==> src/rtl/i2c_target_pkg.sv <==
// Shared definitions for the I2C target front end.
// Holds the protocol state encoding, the ACK/NAK bus levels and a
// small helper that decides whether an address byte selects this target.
package i2c_target_pkg;

  typedef enum logic [3:0] {
    ST_IDLE,
    ST_ADDR,
    ST_ADDR_ACK,
    ST_WR_BYTE,
    ST_WR_ACK,
    ST_RD_LOAD,
    ST_RD_BYTE,
    ST_RD_ACK,
    ST_IGNORE
  } state_t;

  localparam logic I2C_ACK = 1'b0;
  localparam logic I2C_NAK = 1'b1;

  // The upper seven bits of the first byte after START carry the address;
  // bit 0 is the R/W flag and does not take part in the match.
  function automatic logic addr_match(input logic [7:0] addr_byte,
                                      input logic [6:0] addr);
    return addr_byte[7:1] == addr;
  endfunction

endpackage

==> src/rtl/i2c_if.sv <==
// Open-drain I2C bus seen by one agent.
// sda/scl are the resolved bus levels (wired-AND of every agent plus the
// pull-ups, resolved outside this block). An agent never drives a 1: it
// only asserts sda_drive_low/scl_drive_low to pull the line down, and
// leaving them low is the released (Z) condition.
//   scl, sda                     : resolved bus levels
//   scl_drive_low, sda_drive_low : this agent pulls the line to 0
interface i2c_if;
  logic scl;
  logic sda;
  logic scl_drive_low;
  logic sda_drive_low;

  modport target (
    input  scl,
    input  sda,
    output scl_drive_low,
    output sda_drive_low
  );
endinterface

==> src/rtl/i2c_line_sync.sv <==
// Synchronizer and edge detector for one I2C line.
//   clk, rstn : system clock, asynchronous active-low reset
//   line      : raw asynchronous bus level
//   level     : synchronized level
//   rise/fall : one-cycle pulses when the synchronized level changes
// Flops reset to 1 because an idle bus is pulled high, so leaving reset
// does not fabricate an edge.
module i2c_line_sync #(
  parameter int STAGES = 2
) (
  input  logic clk,
  input  logic rstn,
  input  logic line,
  output logic level,
  output logic rise,
  output logic fall
);

  logic [STAGES-1:0] chain;
  logic              prev;

  // Shift the raw line through the synchronizer, then keep one extra
  // flop of history so edges can be seen on the settled value.
  always_ff @(posedge clk or negedge rstn) begin
    if (!rstn) begin
      chain <= '1;
      prev  <= 1'b1;
    end else begin
      chain <= {chain[STAGES-2:0], line};
      prev  <= chain[STAGES-1];
    end
  end

  assign level = chain[STAGES-1];
  assign rise  = level & ~prev;
  assign fall  = ~level & prev;

endmodule

==> src/rtl/i2c_target.sv <==
// Oversampled I2C target (slave) with a 7-bit address.
//   clk, rstn            : system clock, asynchronous active-low reset
//   i2c                  : open-drain bus (only ever pulls lines low)
//   rx_data/rx_valid     : written byte offered to local logic
//   rx_ready             : local logic consumes rx_data
//   tx_data/tx_valid     : byte supplied by local logic for a read
//   tx_ready             : one-cycle pulse when tx_data is captured
//   rw                   : R/W bit of the current addressed transfer
//   addressed            : set from address ACK until STOP/START
//   master_ack           : controller ACK after the last read byte (1=ACK)
//   stop_det             : one-cycle pulse on any STOP
// Bits are sampled on the synchronized SCL rise; SDA is only changed
// after a synchronized SCL fall. SCL is stretched while a written byte
// cannot be handed over or while no read byte is available.
module i2c_target #(
  parameter logic [6:0] ADDR        = 7'h18,
  parameter int         SYNC_STAGES = 2
) (
  input  logic        clk,
  input  logic        rstn,
  i2c_if.target       i2c,
  output logic [7:0]  rx_data,
  output logic        rx_valid,
  input  logic        rx_ready,
  input  logic [7:0]  tx_data,
  input  logic        tx_valid,
  output logic        tx_ready,
  output logic        rw,
  output logic        addressed,
  output logic        master_ack,
  output logic        stop_det
);

  import i2c_target_pkg::*;

  logic sda_s, sda_rise, sda_fall;
  logic scl_s, scl_rise, scl_fall;
  logic start_det, stop_now;

  state_t     state, state_nx;
  logic [3:0] bit_cnt, bit_cnt_nx;
  logic [7:0] shreg, shreg_nx;
  logic       sda_low, sda_low_nx;
  logic       scl_low, scl_low_nx;
  logic [7:0] rx_data_nx;
  logic       rx_valid_nx, tx_ready_nx, rw_nx;
  logic       addressed_nx, master_ack_nx, stop_det_nx;

  i2c_line_sync #(.STAGES(SYNC_STAGES)) u_sda_sync (
    .clk   (clk),
    .rstn  (rstn),
    .line  (i2c.sda),
    .level (sda_s),
    .rise  (sda_rise),
    .fall  (sda_fall)
  );

  i2c_line_sync #(.STAGES(SYNC_STAGES)) u_scl_sync (
    .clk   (clk),
    .rstn  (rstn),
    .line  (i2c.scl),
    .level (scl_s),
    .rise  (scl_rise),
    .fall  (scl_fall)
  );

  // START/STOP need SCL high both before and after the SDA edge. When this
  // block releases a stretched SCL and changes SDA in the same cycle, both
  // edges arrive together and must not be mistaken for a bus condition.
  assign start_det = sda_fall & scl_s & ~scl_rise;
  assign stop_now  = sda_rise & scl_s & ~scl_rise;

  assign i2c.sda_drive_low = sda_low;
  assign i2c.scl_drive_low = scl_low;

  // State and datapath registers; everything resets to the released,
  // idle condition so a reset mid-transfer frees the bus at once.
  always_ff @(posedge clk or negedge rstn) begin
    if (!rstn) begin
      state      <= ST_IDLE;
      bit_cnt    <= '0;
      shreg      <= '0;
      sda_low    <= 1'b0;
      scl_low    <= 1'b0;
      rx_data    <= '0;
      rx_valid   <= 1'b0;
      tx_ready   <= 1'b0;
      rw         <= 1'b0;
      addressed  <= 1'b0;
      master_ack <= 1'b0;
      stop_det   <= 1'b0;
    end else begin
      state      <= state_nx;
      bit_cnt    <= bit_cnt_nx;
      shreg      <= shreg_nx;
      sda_low    <= sda_low_nx;
      scl_low    <= scl_low_nx;
      rx_data    <= rx_data_nx;
      rx_valid   <= rx_valid_nx;
      tx_ready   <= tx_ready_nx;
      rw         <= rw_nx;
      addressed  <= addressed_nx;
      master_ack <= master_ack_nx;
      stop_det   <= stop_det_nx;
    end
  end

  // Protocol sequencing. The bit counter counts SCL rises within a byte;
  // in the ACK states it only marks that the 9th clock has been seen so
  // the following fall can end the ACK slot.
  always_comb begin
    state_nx      = state;
    bit_cnt_nx    = bit_cnt;
    shreg_nx      = shreg;
    sda_low_nx    = sda_low;
    scl_low_nx    = scl_low;
    rx_data_nx    = rx_data;
    rx_valid_nx   = rx_valid;
    tx_ready_nx   = 1'b0;
    rw_nx         = rw;
    addressed_nx  = addressed;
    master_ack_nx = master_ack;
    stop_det_nx   = 1'b0;

    if (rx_valid && rx_ready) begin
      rx_valid_nx = 1'b0;
    end

    if (stop_now) begin
      state_nx     = ST_IDLE;
      bit_cnt_nx   = '0;
      sda_low_nx   = 1'b0;
      scl_low_nx   = 1'b0;
      addressed_nx = 1'b0;
      stop_det_nx  = 1'b1;
    end else if (start_det) begin
      state_nx     = ST_ADDR;
      bit_cnt_nx   = '0;
      sda_low_nx   = 1'b0;
      scl_low_nx   = 1'b0;
      addressed_nx = 1'b0;
    end else begin
      case (state)
        ST_ADDR: begin
          if (scl_rise) begin
            shreg_nx   = {shreg[6:0], sda_s};
            bit_cnt_nx = bit_cnt + 4'd1;
          end else if (scl_fall && bit_cnt == 4'd8) begin
            bit_cnt_nx = '0;
            if (addr_match(shreg, ADDR)) begin
              rw_nx        = shreg[0];
              sda_low_nx   = 1'b1;
              addressed_nx = 1'b1;
              state_nx     = ST_ADDR_ACK;
            end else begin
              state_nx = ST_IGNORE;
            end
          end
        end

        ST_ADDR_ACK: begin
          if (scl_rise) begin
            bit_cnt_nx = 4'd1;
          end else if (scl_fall && bit_cnt == 4'd1) begin
            bit_cnt_nx = '0;
            sda_low_nx = 1'b0;
            if (rw) begin
              scl_low_nx = 1'b1;
              state_nx   = ST_RD_LOAD;
            end else begin
              state_nx = ST_WR_BYTE;
            end
          end
        end

        // Once a full byte is in, SCL stays stretched until the previous
        // byte has been taken (or is being taken in this same cycle).
        ST_WR_BYTE: begin
          if (bit_cnt == 4'd8 && (scl_fall || scl_low)) begin
            if (!rx_valid || rx_ready) begin
              rx_data_nx  = shreg;
              rx_valid_nx = 1'b1;
              scl_low_nx  = 1'b0;
              sda_low_nx  = 1'b1;
              bit_cnt_nx  = '0;
              state_nx    = ST_WR_ACK;
            end else begin
              scl_low_nx = 1'b1;
            end
          end else if (scl_rise) begin
            shreg_nx   = {shreg[6:0], sda_s};
            bit_cnt_nx = bit_cnt + 4'd1;
          end
        end

        ST_WR_ACK: begin
          if (scl_rise) begin
            bit_cnt_nx = 4'd1;
          end else if (scl_fall && bit_cnt == 4'd1) begin
            bit_cnt_nx = '0;
            sda_low_nx = 1'b0;
            state_nx   = ST_WR_BYTE;
          end
        end

        // SCL is held low here; the first data bit goes onto SDA in the
        // same cycle SCL is let go.
        ST_RD_LOAD: begin
          scl_low_nx = 1'b1;
          if (tx_valid) begin
            tx_ready_nx = 1'b1;
            shreg_nx    = tx_data;
            sda_low_nx  = ~tx_data[7];
            scl_low_nx  = 1'b0;
            bit_cnt_nx  = '0;
            state_nx    = ST_RD_BYTE;
          end
        end

        ST_RD_BYTE: begin
          if (scl_rise) begin
            bit_cnt_nx = bit_cnt + 4'd1;
          end else if (scl_fall) begin
            if (bit_cnt == 4'd8) begin
              bit_cnt_nx = '0;
              sda_low_nx = 1'b0;
              state_nx   = ST_RD_ACK;
            end else begin
              shreg_nx   = {shreg[6:0], 1'b0};
              sda_low_nx = ~shreg[6];
            end
          end
        end

        ST_RD_ACK: begin
          if (scl_rise) begin
            master_ack_nx = (sda_s == I2C_ACK);
            bit_cnt_nx    = 4'd1;
          end else if (scl_fall && bit_cnt == 4'd1) begin
            bit_cnt_nx = '0;
            if (master_ack) begin
              scl_low_nx = 1'b1;
              state_nx   = ST_RD_LOAD;
            end else begin
              state_nx = ST_IGNORE;
            end
          end
        end

        default: begin
        end
      endcase
    end
  end

endmodule

==> src/flat_wrapper.sv <==
// flat-port wrapper written by rule: the top's interface ports become plain ports
module i2c_target_flat import i2c_target_pkg::*;
#(
  parameter logic [6:0] ADDR        = 7'h18,
  parameter int         SYNC_STAGES = 2
)
  (clk, rstn, rx_data, rx_valid, rx_ready, tx_data, tx_valid, tx_ready, rw, addressed, master_ack, stop_det, i2c_scl, i2c_sda, i2c_scl_drive_low, i2c_sda_drive_low);
  i2c_if i2c_i ();
  input  logic clk;
  input  logic rstn;
  output logic [7:0] rx_data;
  output logic rx_valid;
  input  logic rx_ready;
  input  logic [7:0] tx_data;
  input  logic tx_valid;
  output logic tx_ready;
  output logic rw;
  output logic addressed;
  output logic master_ack;
  output logic stop_det;
  input wire logic [$bits(i2c_i.scl)-1:0] i2c_scl;
  input wire logic [$bits(i2c_i.sda)-1:0] i2c_sda;
  output wire logic [$bits(i2c_i.scl_drive_low)-1:0] i2c_scl_drive_low;
  output wire logic [$bits(i2c_i.sda_drive_low)-1:0] i2c_sda_drive_low;
  assign i2c_i.scl = i2c_scl;
  assign i2c_i.sda = i2c_sda;
  assign i2c_scl_drive_low = i2c_i.scl_drive_low;
  assign i2c_sda_drive_low = i2c_i.sda_drive_low;
  i2c_target #(.ADDR(ADDR), .SYNC_STAGES(SYNC_STAGES)) u_core (.clk(clk), .rstn(rstn), .i2c(i2c_i), .rx_data(rx_data), .rx_valid(rx_valid), .rx_ready(rx_ready), .tx_data(tx_data), .tx_valid(tx_valid), .tx_ready(tx_ready), .rw(rw), .addressed(addressed), .master_ack(master_ack), .stop_det(stop_det));
endmodule
==> config.mk <==
export PLATFORM = sky130hd
export DESIGN_NAME = i2c_target_flat
export DESIGN_NICKNAME = d
export VERILOG_FILES = /design/src/rtl/i2c_target_pkg.sv /design/src/rtl/i2c_if.sv /design/src/rtl/i2c_line_sync.sv /design/src/rtl/i2c_target.sv /design/src/flat_wrapper.sv
export SDC_FILE = /design/constraint.sdc
export NUM_CORES = 1
export LEC_CHECK = 0
export ABC_AREA = 0
export BUFFER_PORTS_ARGS = -buffer_cell sky130_fd_sc_hd__buf_2
export CAP_MARGIN = 20
export CORE_MARGIN = 2
export CORE_UTILIZATION = 57
export CTS_CLUSTER_SIZE = 30
export DETAILED_ROUTE_END_ITERATION = 10
export GPL_ROUTABILITY_DRIVEN = 0
export GPL_TIMING_DRIVEN = 0
export PLACE_DENSITY_LB_ADDON = 0.25
export SYNTH_ARGS = -nofsm -noshare
export SYNTH_HDL_FRONTEND = slang
export SYNTH_SLANG_ARGS = --single-unit
==> constraint.sdc <==
create_clock -name clk -period 2.3 [get_ports clk]
set_input_delay 0.46 -clock clk [delete_from_list [all_inputs] [get_ports clk]]
set_output_delay 0.46 -clock clk [all_outputs]
set_load 0.1 [all_outputs]
==> results.yml <==
setup_path:
  path_class: "reg -> reg"
  r2r-end: "u_core.state[0]"
  start_kind: "flop"
  required_ns: 2.53
  worstSetupStartpoint: "u_core.bit_cnt[0]"
  ff2ff_setup_slack_ns: 0.08
  rr_startpoint: "u_core.bit_cnt[0]"
  cp_data_arrival_time_ns: 2.44
  crit_path_end_kind: "flop"
  reg2reg_depth: 8
  cp-endpoint: "u_core.state[0]"
  critPathMaxFanout: 5
synth:
  yosys_register_bits: 38
  yosys_warnings: 0
  synth_nets: 246
  synthFlopType: "dfrtp_1"
  synth_top_area_share_pct: 35.24
  postSynthCellCount: 229
  synth_edf_count: 0
  synth_area_um2: 2272
  ys_types: 66
  synth_top_area_cell: "dfrtp_1"
  ys_top_cells_by_area: "dfrtp_1 (35%), dfstp_2 (6.9%), a21oi_1 (4.8%), mux2_2 (4.5%), mux2i_1 (4.0%)"
  ys_seq_area_share_pct: 42.18
  avgSynthCellArea_um2: 9.922
  async_reset_ff_share_pct: 100.0
placement:
  hpwl_mm: 3.857
  io_buffer_count: 29
  dp.cells: 306
die:
  initial_core_util_pct: 60.70
  die_w_um: 67.14
  core_um2: 3744
  die_area_um2: 4507
  fp-row-count: 22
  io_pins: 30
  chipHeight_um: 67.14
final_layout:
  nFillCells: 315
  stdcell_count: 317
  diodes: 0
  layout_commonest_cell: "buf_2"
  num-nets-final: 285
  area_delta_synth_final_pct: 16.41
  layout-drive-gt1-share_pct: 31.97
  postLayoutCoreUtil_pct: 70.66
  final_cell_mix: "buf_2 (33), dfrtp_1 (31), nor2_1 (21), a21oi_1 (21), nand2_1 (18)"
routing:
  drt-met1-wl_mm: 2.336
  ant_nets: 0
  drt_first_pass_iters: 4
  via_per_inst: 6.233
  wl_per_cell_um: 17.06
  met3_length_um: 301
  drt_wl_total_mm: 5.407
  highest_layer: "met4"
  drc_errors: 0
  dr_total_vias: 1976
  wl_met2_mm: 2.654
  drt_iter0_markers: 144
timing:
  final_hold_viol_count: 0
  drv_slew: 0
  grt_setup_unrepaired: "no"
  slew_headroom_pct: 45.54
  hold_slack_ns: 0.2516
  fin_skew_ns: 0.005154
  finalCritPeriodShare_pct: 96.39
  tightest_slew_ns: 0.8169
  fmax_ghz: 0.4510
  fin_crit_ns: 2.217
  setup_violations: 0
run_status:
  status: "completed"
clock_tree:
  cts_root_buf: "clkbuf_8"
  cts_tree: "done"
  cts_made_buffers: 5
  worstSkewPairLatency_ns: 0.30
  cts_buffer_depth: 2
  clk_pin_slew_ns: 0.08
  htree_levels: 2
  clkSinkCount: 38
power:
  power_density_nw_per_um2: 846.2
  peakVddDrop_mv: 0.4859
  p_leak_nw: 1.118
worst_hold_path:
  hold_class: "in -> async"
grt:
  antenna_found_initial: 0
  grt-ovfl-total: 0
  grt_pass1_wl_mm: 9.066
  grt_pass1_vias: 1874
  grt_max_degree: 39
  grt_usage_pct: 26.86
job:
  drv_cap: 0
==> power by group <==
group	total (W)	internal, W	switching (W)	leakage, nW
sequential	0.000893	0.000775	0.000118	0.470
clock	0.000560	0.000319	0.000241	0.0579
combinational	0.000785	0.000315	0.000469	0.590
total	0.00224	0.00141	0.000828	1.12
==> layer usage <==
metal | up-vias | global-route usage [%]
met5 | - | 0
met2 | 77 | 41.34
li1 | 929 | -
met4 | 0 | 11.99
met1 | 960 | 37.54
met3 | 10 | 4.167
==> flip-flops by register name (all words and copies together) (netlist names) <==
name,cells
u_core.u_sda_sync.chain,2
u_core.rw,1
u_core.u_scl_sync.prev,1
u_core.stop_det,1
u_core.rx_data,8
u_core.u_sda_sync.prev,1
u_core.tx_ready,1
u_core.i2c.scl_drive_low,1
u_core.rx_valid,1
u_core.shreg,8
u_core.i2c.sda_drive_low,1
u_core.addressed,1
u_core.state,4
u_core.bit_cnt,4
u_core.u_scl_sync.chain,2
u_core.master_ack,1
==> worst min-delay path by stage <==
| stage | from | end | slack, ns | cells after the start |
|---|---|---|---|---|
| 6_report | rstn | u_core.bit_cnt[3] | 0.25 | 1 |
| 5_1_grt | i2c_sda | u_core.u_sda_sync.chain[0] | 0.25 | 1 |
| 4_1_cts | i2c_sda | u_core.u_sda_sync.chain[0] | 0.25 | 1 |
| 3_5_place_dp | u_core.u_sda_sync.chain[0] | u_core.u_sda_sync.chain[1] | 0.35 | 0 |
| 3_3_place_gp | u_core.u_sda_sync.chain[0] | u_core.u_sda_sync.chain[1] | 0.35 | 0 |
| 2_1_floorplan | rstn | u_core.addressed | 0.16 | 0 |
==> cell families (layout without fill, tap and decap cells) <==
logic type | after synthesis | after routing | share of synthesized area, %
and+or+nand+nor | 84 | 84 | 20.93
AOI/OAI and AO/OA | 63 | 63 | 21.81
DFF | 38 | 38 | 42.18
buffers and inverters | 21 | 61 | 4.240
muxes | 18 | 18 | 8.425
adders and majority gates | 3 | 3 | 1.652
xor gates and xnor gates | 2 | 2 | 0.7711
==> metrics by stage <==
step	cell area, um2	total power (W)	TNS (ns)	setup slack [ns]
after CTS	2589	0.002201	0	0.009498
after floorplan	2273	0.001453	0	0.03742
final	2645	0.002238	0	0.08295
after global placement	2479	0.001616	-0.02085	-0.02085
after detailed placement	2479	0.001643	-0.01680	-0.01680
after global routing	2645	0.002372	0	0.005820
==> cell type report <==
class                      count  area (um2)  share of cell area, %
clock inverter                 3       40.04                  1.514
tap                           48       60.06                  2.271
multi-input combinational    170        1234                  46.64
sequential                    38       959.7                  36.28
timing repair buffer          32       180.2                  6.812
clock buffer                   5       68.82                  2.602
inverter                       9       37.54                  1.419
buffer                        12       65.06                  2.460
==> worst max-delay path, stage by stage, from the launching register on <==
cell	delay, ns
dfrtp_1	0.43
inv_1	0.10
ha_1	0.18
nand3b_1	0.20
a21oi_2	0.21
o21ai_1	0.15
or4_1	0.59
o221a_2	0.16
o2bb2ai_2	0.12
==> cells in the mapped netlist, drive strengths merged (3+ instances only) <==
cell / n
or4: 3
nor2: 21
dfrtp: 32
o21ai: 7
a31oi: 4
nor2b: 4
nand3b: 3
a211oi: 7
nand2b: 4
inv: 8
mux2i: 9
nor3: 6
clkbuf: 3
nand3: 8
nand2: 18
mux2: 9
ha: 3
dfstp: 6
a21oi: 22
buf: 9
==> repair_timing <==
action / 4_1_cts / 5_1_grt
pin swaps: 0 / 2
setup endpoints to repair: 1 / 16
resized for setup: 1 / 6
hold buffers: 0 / 0
buffers inserted: 0 / 3
(Power assumes the default switching activity.)
